### config.mk
export PLATFORM = sky130hd
export DESIGN_NAME = logic_unit_pipe
export DESIGN_NICKNAME = d
export VERILOG_FILES = /design/src/rtl/logic_unit_pkg.sv /design/src/rtl/logic_unit_stage.sv /design/src/rtl/logic_unit_pipe.sv
export SDC_FILE = /design/constraint.sdc
export NUM_CORES = 1
export LEC_CHECK = 0
export CAP_MARGIN = 5
export CORE_MARGIN = 3
export CORE_UTILIZATION = 38
export DETAILED_ROUTE_END_ITERATION = 16
export PLACE_DENSITY = 0.58
export SLEW_MARGIN = 20
export SYNTH_ARGS = -nofsm -noshare
export SYNTH_HDL_FRONTEND = slang
export SYNTH_SLANG_ARGS = --single-unit
export TNS_END_PERCENT = 20
### constraint.sdc
create_clock -name CLK -period 2.65 [get_ports CLK]
set_input_delay 0.795 -clock CLK [delete_from_list [all_inputs] [get_ports CLK]]
set_output_delay 0.795 -clock CLK [all_outputs]
set_load 0.03 [all_outputs]
### src/rtl/logic_unit_pkg.sv
// Shared opcode definitions for the logic unit pipeline.
package logic_unit_pkg;

    // ALU_FUNC encodings
    typedef enum logic [2:0] {
        FuncAnd   = 3'b000,
        FuncOr    = 3'b001,
        FuncNand  = 3'b010,
        FuncNor   = 3'b011,
        FuncXor   = 3'b100,
        FuncXnor  = 3'b101,
        FuncNotA  = 3'b110,
        FuncPassA = 3'b111
    } alu_func_e;

endpackage

### src/rtl/logic_unit_stage.sv
// One pipeline slot: valid/data/flags register with hold, load and flush.
// Parity bit exists only when LOGIC_UNIT_PIPE_PARITY_EN is defined.
module logic_unit_stage #(
    parameter int unsigned WIDTH = 16
) (
    input  logic             CLK,
    input  logic             RST,
    input  logic             i_flush,
    input  logic             i_load,
    input  logic             i_valid,
    input  logic [WIDTH-1:0] i_data,
    input  logic             i_zero,
`ifdef LOGIC_UNIT_PIPE_PARITY_EN
    input  logic             i_parity,
    output logic             o_parity,
`endif
    output logic             o_valid,
    output logic [WIDTH-1:0] o_data,
    output logic             o_zero
);

    logic             r_valid;
    logic [WIDTH-1:0] r_data;
    logic             r_zero;
`ifdef LOGIC_UNIT_PIPE_PARITY_EN
    logic             r_parity;
`endif

    // Flush beats load; load beats hold. Payload of an empty slot is don't-care.
    always_ff @(posedge CLK or negedge RST) begin
        if (!RST) begin
            r_valid  <= 1'b0;
            r_data   <= '0;
            r_zero   <= 1'b0;
`ifdef LOGIC_UNIT_PIPE_PARITY_EN
            r_parity <= 1'b0;
`endif
        end else if (i_flush) begin
            r_valid  <= 1'b0;
        end else if (i_load) begin
            r_valid  <= i_valid;
            r_data   <= i_data;
            r_zero   <= i_zero;
`ifdef LOGIC_UNIT_PIPE_PARITY_EN
            r_parity <= i_parity;
`endif
        end
    end

    assign o_valid  = r_valid;
    assign o_data   = r_data;
    assign o_zero   = r_zero;
`ifdef LOGIC_UNIT_PIPE_PARITY_EN
    assign o_parity = r_parity;
`endif

endmodule

### src/rtl/logic_unit_pipe.sv
// Pipelined bitwise logic unit with valid/ready handshake and global stall.
// Optional PARITY_FLAG output enabled by LOGIC_UNIT_PIPE_PARITY_EN.
module logic_unit_pipe
    import logic_unit_pkg::*;
#(
    parameter int unsigned WIDTH  = 16,
    parameter int unsigned STAGES = 2
) (
    input  logic             CLK,
    input  logic             RST,
    input  logic             FLUSH,
    input  logic             IN_VALID,
    output logic             IN_READY,
    input  logic [WIDTH-1:0] A,
    input  logic [WIDTH-1:0] B,
    input  logic [2:0]       ALU_FUNC,
    output logic             OUT_VALID,
    input  logic             OUT_READY,
    output logic [WIDTH-1:0] LOGIC_OUT,
    output logic             ZERO_FLAG
`ifdef LOGIC_UNIT_PIPE_PARITY_EN
    ,
    output logic             PARITY_FLAG
`endif
);

    logic                          w_advance;
    logic                          w_accept;
    logic [WIDTH-1:0]              w_result;
    // Index 0 is the stage-1 input; index STAGES is the output stage.
    logic [STAGES:0]               w_valid;
    logic [STAGES:0][WIDTH-1:0]    w_data;
    logic [STAGES:0]               w_zero;
`ifdef LOGIC_UNIT_PIPE_PARITY_EN
    logic [STAGES:0]               w_parity;
`endif

    // All stages move together; a full output stage not being taken stalls everything.
    assign w_advance = !w_valid[STAGES] || OUT_READY;
    assign IN_READY  = w_advance && !FLUSH;
    assign w_accept  = IN_VALID && IN_READY;

    // Operation decode
    always_comb begin
        w_result = '0;
        unique case (alu_func_e'(ALU_FUNC))
            FuncAnd:   w_result = A & B;
            FuncOr:    w_result = A | B;
            FuncNand:  w_result = ~(A & B);
            FuncNor:   w_result = ~(A | B);
            FuncXor:   w_result = A ^ B;
            FuncXnor:  w_result = ~(A ^ B);
            FuncNotA:  w_result = ~A;
            FuncPassA: w_result = A;
        endcase
    end

    assign w_valid[0]  = w_accept;
    assign w_data[0]   = w_result;
    assign w_zero[0]   = (w_result == '0);
`ifdef LOGIC_UNIT_PIPE_PARITY_EN
    assign w_parity[0] = ^w_result;
`endif

    generate
        for (genvar gi = 0; gi < STAGES; gi++) begin : g_stage
            logic_unit_stage #(
                .WIDTH(WIDTH)
            ) u_stage (
                .CLK     (CLK),
                .RST     (RST),
                .i_flush (FLUSH),
                .i_load  (w_advance),
                .i_valid (w_valid[gi]),
                .i_data  (w_data[gi]),
                .i_zero  (w_zero[gi]),
`ifdef LOGIC_UNIT_PIPE_PARITY_EN
                .i_parity(w_parity[gi]),
                .o_parity(w_parity[gi+1]),
`endif
                .o_valid (w_valid[gi+1]),
                .o_data  (w_data[gi+1]),
                .o_zero  (w_zero[gi+1])
            );
        end
    endgenerate

    // Outputs read zero whenever no result is presented.
    assign OUT_VALID   = w_valid[STAGES];
    assign LOGIC_OUT   = OUT_VALID ? w_data[STAGES] : '0;
    assign ZERO_FLAG   = OUT_VALID && w_zero[STAGES];
`ifdef LOGIC_UNIT_PIPE_PARITY_EN
    assign PARITY_FLAG = OUT_VALID && w_parity[STAGES];
`endif

endmodule

==> flow_summary_export.csv <==
group,metric,value,unit
detailed_routing,viasPerCell,4.81,
setup_path,r2r-start,"g_stage[1].u_stage.o_valid$_DFFE_PN0P_",
final_layout,areaGrowthSynthToFinish,49.3,%
detailed_routing,drc,0,
cts,insertion_delay,0.28,ns
run,cap_viol_max_count,0,
placed_design,gp_congestion,0.799,
power,powerDensity,367,nW/µm²
detailed_routing,drt-total-wl,7820,µm
setup_path,critPathBufInv,2,
cts,cts_buffer_depth,2,
power,power.leakage,2.37,nW
die,die_w,97.1,µm
timing,tightest_slew,0.435,ns
setup_path,crit_arrival,2.80,ns
detailed_routing,drt_iter0_markers,82,
detailed_routing,firstDrtPassIters,4,
final_layout,drive_gt1_frac,0.273,
final_layout,n_antenna_cell,0,
synth,synthArstFlopShare,1.00,
cts,cts_hold_buf,0,
setup_path,cp.depth,8,
die,die_area,9430,µm²
detailed_routing,wire_per_inst,12.1,µm
global_route,grt_pass1_vias,2842,
timing,fmax,0.387,GHz
synth,synth.distinct_cells,55,
final_layout,fin_nets,615,
cts,clock-sinks,36,
setup_path,r2r_end,"g_stage[0].u_stage.o_zero$_DFFE_PN0P_",
timing,hold_slack,0.465,ns
synth,ys_seq_area_frac,0.286,
global_route,track_usage,0.161,
detailed_routing,via_count,3102,
setup_path,max_stage_delay,0.56,ns
setup_path,reg2reg_depth,7,
global_route,grt_first_pass_wirelength,12900,µm
synth,syn_area_per_cell,7.64,µm²
setup_path,worst_setup_path_end_kind,"flip-flop",
die,design.core.area,7890,µm²
setup_path,cp_max_fo,10,
synth,syn_nets,485,
cts,numCtsBuffers,5,
setup_path,critical_path.top_delay_family,"compound AO/OA/AOI/OAI gates",
hold_path,hp-class,"reg2reg",
cts,htree_levels,2,
power,power,1.73,mW
setup_path,critPathCapture,"g_stage[0].u_stage.o_zero$_DFFE_PN0P_",
timing,relSlewSlack,0.710,
global_route,grt_max_degree,43,
placed_design,place_ws,-0.525,ns
synth,netlist.area_leader.share,0.286,
synth,synth_top_cells_by_area,"dfrtp_1, ha_1, nand2_1, inv_1, xnor2_1",
cts,cts_tree,"built",
placed_design,portBuffers,58,
power,peakVddDrop,0.000156,V
final_layout,fill_cells,748,
global_route,gr-total-overflow,0,
timing,fin_crit_sh,0.976,
synth,synth_flop_cell,"dfrtp_1",
synth,ys_ff_latch,36,
synth,synth_top_area_cell,"dfrtp_1",
cts,cts_root_buf,"clkbuf_8",
synth,synth_common_cells,"nand2_1, inv_1, dfrtp_1",
synth,synthCells,413,
timing,setup_violations,0,
global_route,antenna_found_initial,0,
setup_path,worst_setup_path_start_kind,"input port",
placed_design,dp_cells,626,
timing,finalHoldViolCount,0,
final_layout,multiInputGateArea,2150,µm²
setup_path,cp_cell_sequence,"buf_2, buf_4, and3_4, o32ai_4, o2111ai_2, or4_4, a2111oi_4, a32o_1",
setup_path,cp-startpoint,"ALU_FUNC[1]",
placed_design,hpwl,6110,µm
synth,syn_area,3150,µm²
detailed_routing,ant_nets,0,
timing,skew,0.00575,ns
setup_path,slowest_stage,"or4_4",
timing,tns,0,ns
timing,min_period,2.59,ns
timing,timing.final.ws_setup,0.0642,ns
die,die_y,97.1,µm
setup_path,regToRegSetupSlack,0.44,ns
final_layout,regArea,901,µm²
synth,yosys_warnings,0,
die,start_util,0.400,
outcome,status,"complete, no violations",
synth,synth_edf_count,0,
setup_path,required,2.87,ns
die,ios,59,
cts,clkTransAtPathRegs,0.06,ns
setup_path,crit_type,"in2reg",
timing,slew_violations,0,
final_layout,final_cell_count_no_fill,645,
die,num_rows,32,
synth,synth_most_common_cell,"nand2_1",
-- per-stage QoR --
stage	instance area [µm²]	utilization
global placement	4360	0.552
floorplan	3150	-
global route	4710	0.597
finish	4710	0.597
CTS	4550	0.577
detailed placement	4360	0.552
-- power by group --
| group | internal [mW] | switching [mW] | leakage, nW | total, mW |
|---|---|---|---|---|
| Combinational | 0.359 | 0.339 | 1.88 | 0.698 |
| Clock | 0.178 | 0.175 | 0.0410 | 0.353 |
| Sequential | 0.634 | 0.0423 | 0.449 | 0.676 |
| Total | 1.17 | 0.556 | 2.37 | 1.73 |
-- layout make-up --
cell class	count	share of cell area
multi-input combinational	314	0.457
timing repair buffer	147	0.276
sequential	36	0.191
inverter	39	0.0316
tap	102	0.0271
clock buffer	6	0.0154
clock inverter	1	0.00106
-- what timing repair did --
action	in CTS	in global routing
setup endpoints to repair	2	2
gates cloned	0	0
pin swaps	15	22
resized for setup	29	46
hold endpoints to repair	0	0
buffers inserted	7	6
-- flip-flops by register name, indices dropped and copies added, names as in the netlist --
register	cells
g_stage.u_stage.o_data	32
g_stage.u_stage.o_valid	2
g_stage.u_stage.o_zero	2
-- tightest hold or removal path, delay by kind of cell, from the launching register on --
family / cells / cell delay (ns)
and+or+nand+nor: 2 / 0.10
DFF: 1 / 0.34
-- how the worst min path moves through the flow --
stage | startpoint | end | slack, ns | depth (start not counted)
5_1_grt | g_stage[1].u_stage.o_zero$_DFFE_PN0P_ | g_stage[1].u_stage.o_zero$_DFFE_PN0P_ | 0.50 | 2
3_5_place_dp | g_stage[0].u_stage.o_data[1]$_DFFE_PN0P_ | g_stage[1].u_stage.o_data[1]$_DFFE_PN0P_ | 0.46 | 2
6_report | g_stage[1].u_stage.o_data[5]$_DFFE_PN0P_ | g_stage[1].u_stage.o_data[5]$_DFFE_PN0P_ | 0.47 | 2
3_3_place_gp | g_stage[1].u_stage.o_data[13]$_DFFE_PN0P_ | g_stage[1].u_stage.o_data[13]$_DFFE_PN0P_ | 0.45 | 2
2_1_floorplan | g_stage[1].u_stage.o_data[0]$_DFFE_PN0P_ | g_stage[1].u_stage.o_data[0]$_DFFE_PN0P_ | 0.44 | 2
4_1_cts | g_stage[0].u_stage.o_data[1]$_DFFE_PN0P_ | g_stage[1].u_stage.o_data[1]$_DFFE_PN0P_ | 0.47 | 2
-- cell families after synthesis --
group,Yosys count,synth area share
buf+inv,63,0.0865
compound gates,83,0.163
simple gates,171,0.251
xor+xnor,16,0.0444
fa+ha+maj,32,0.127
mux,12,0.0420
flops,36,0.286
-- per-layer routing --
| layer | track usage | vias up | wire length, µm |
|---|---|---|---|
| met5 | 0 | - | 0 |
| met4 | 0.0356 | 0 | 70 |
| met3 | 0.0223 | 6 | 331 |
| met2 | 0.266 | 63 | 3690 |
| met1 | 0.223 | 1413 | 3730 |
| li1 | - | 1620 | - |
-- cell usage in the layout, fill, tap and decap left out, types with 8 or more instances in the layout --
master and n:
nand2_1 91, buf_4 83, dfrtp_1 36, clkdlybuf4s50_1 34, inv_1 32, ha_1 27
o21ai_0 22, and2_1 20, a21oi_1 20, xnor2_1 15, nor2_1 15, dlymetal6s2s_1 11
nor2b_1 8, nor3_1 8
Power figures use the tool's default switching activity.
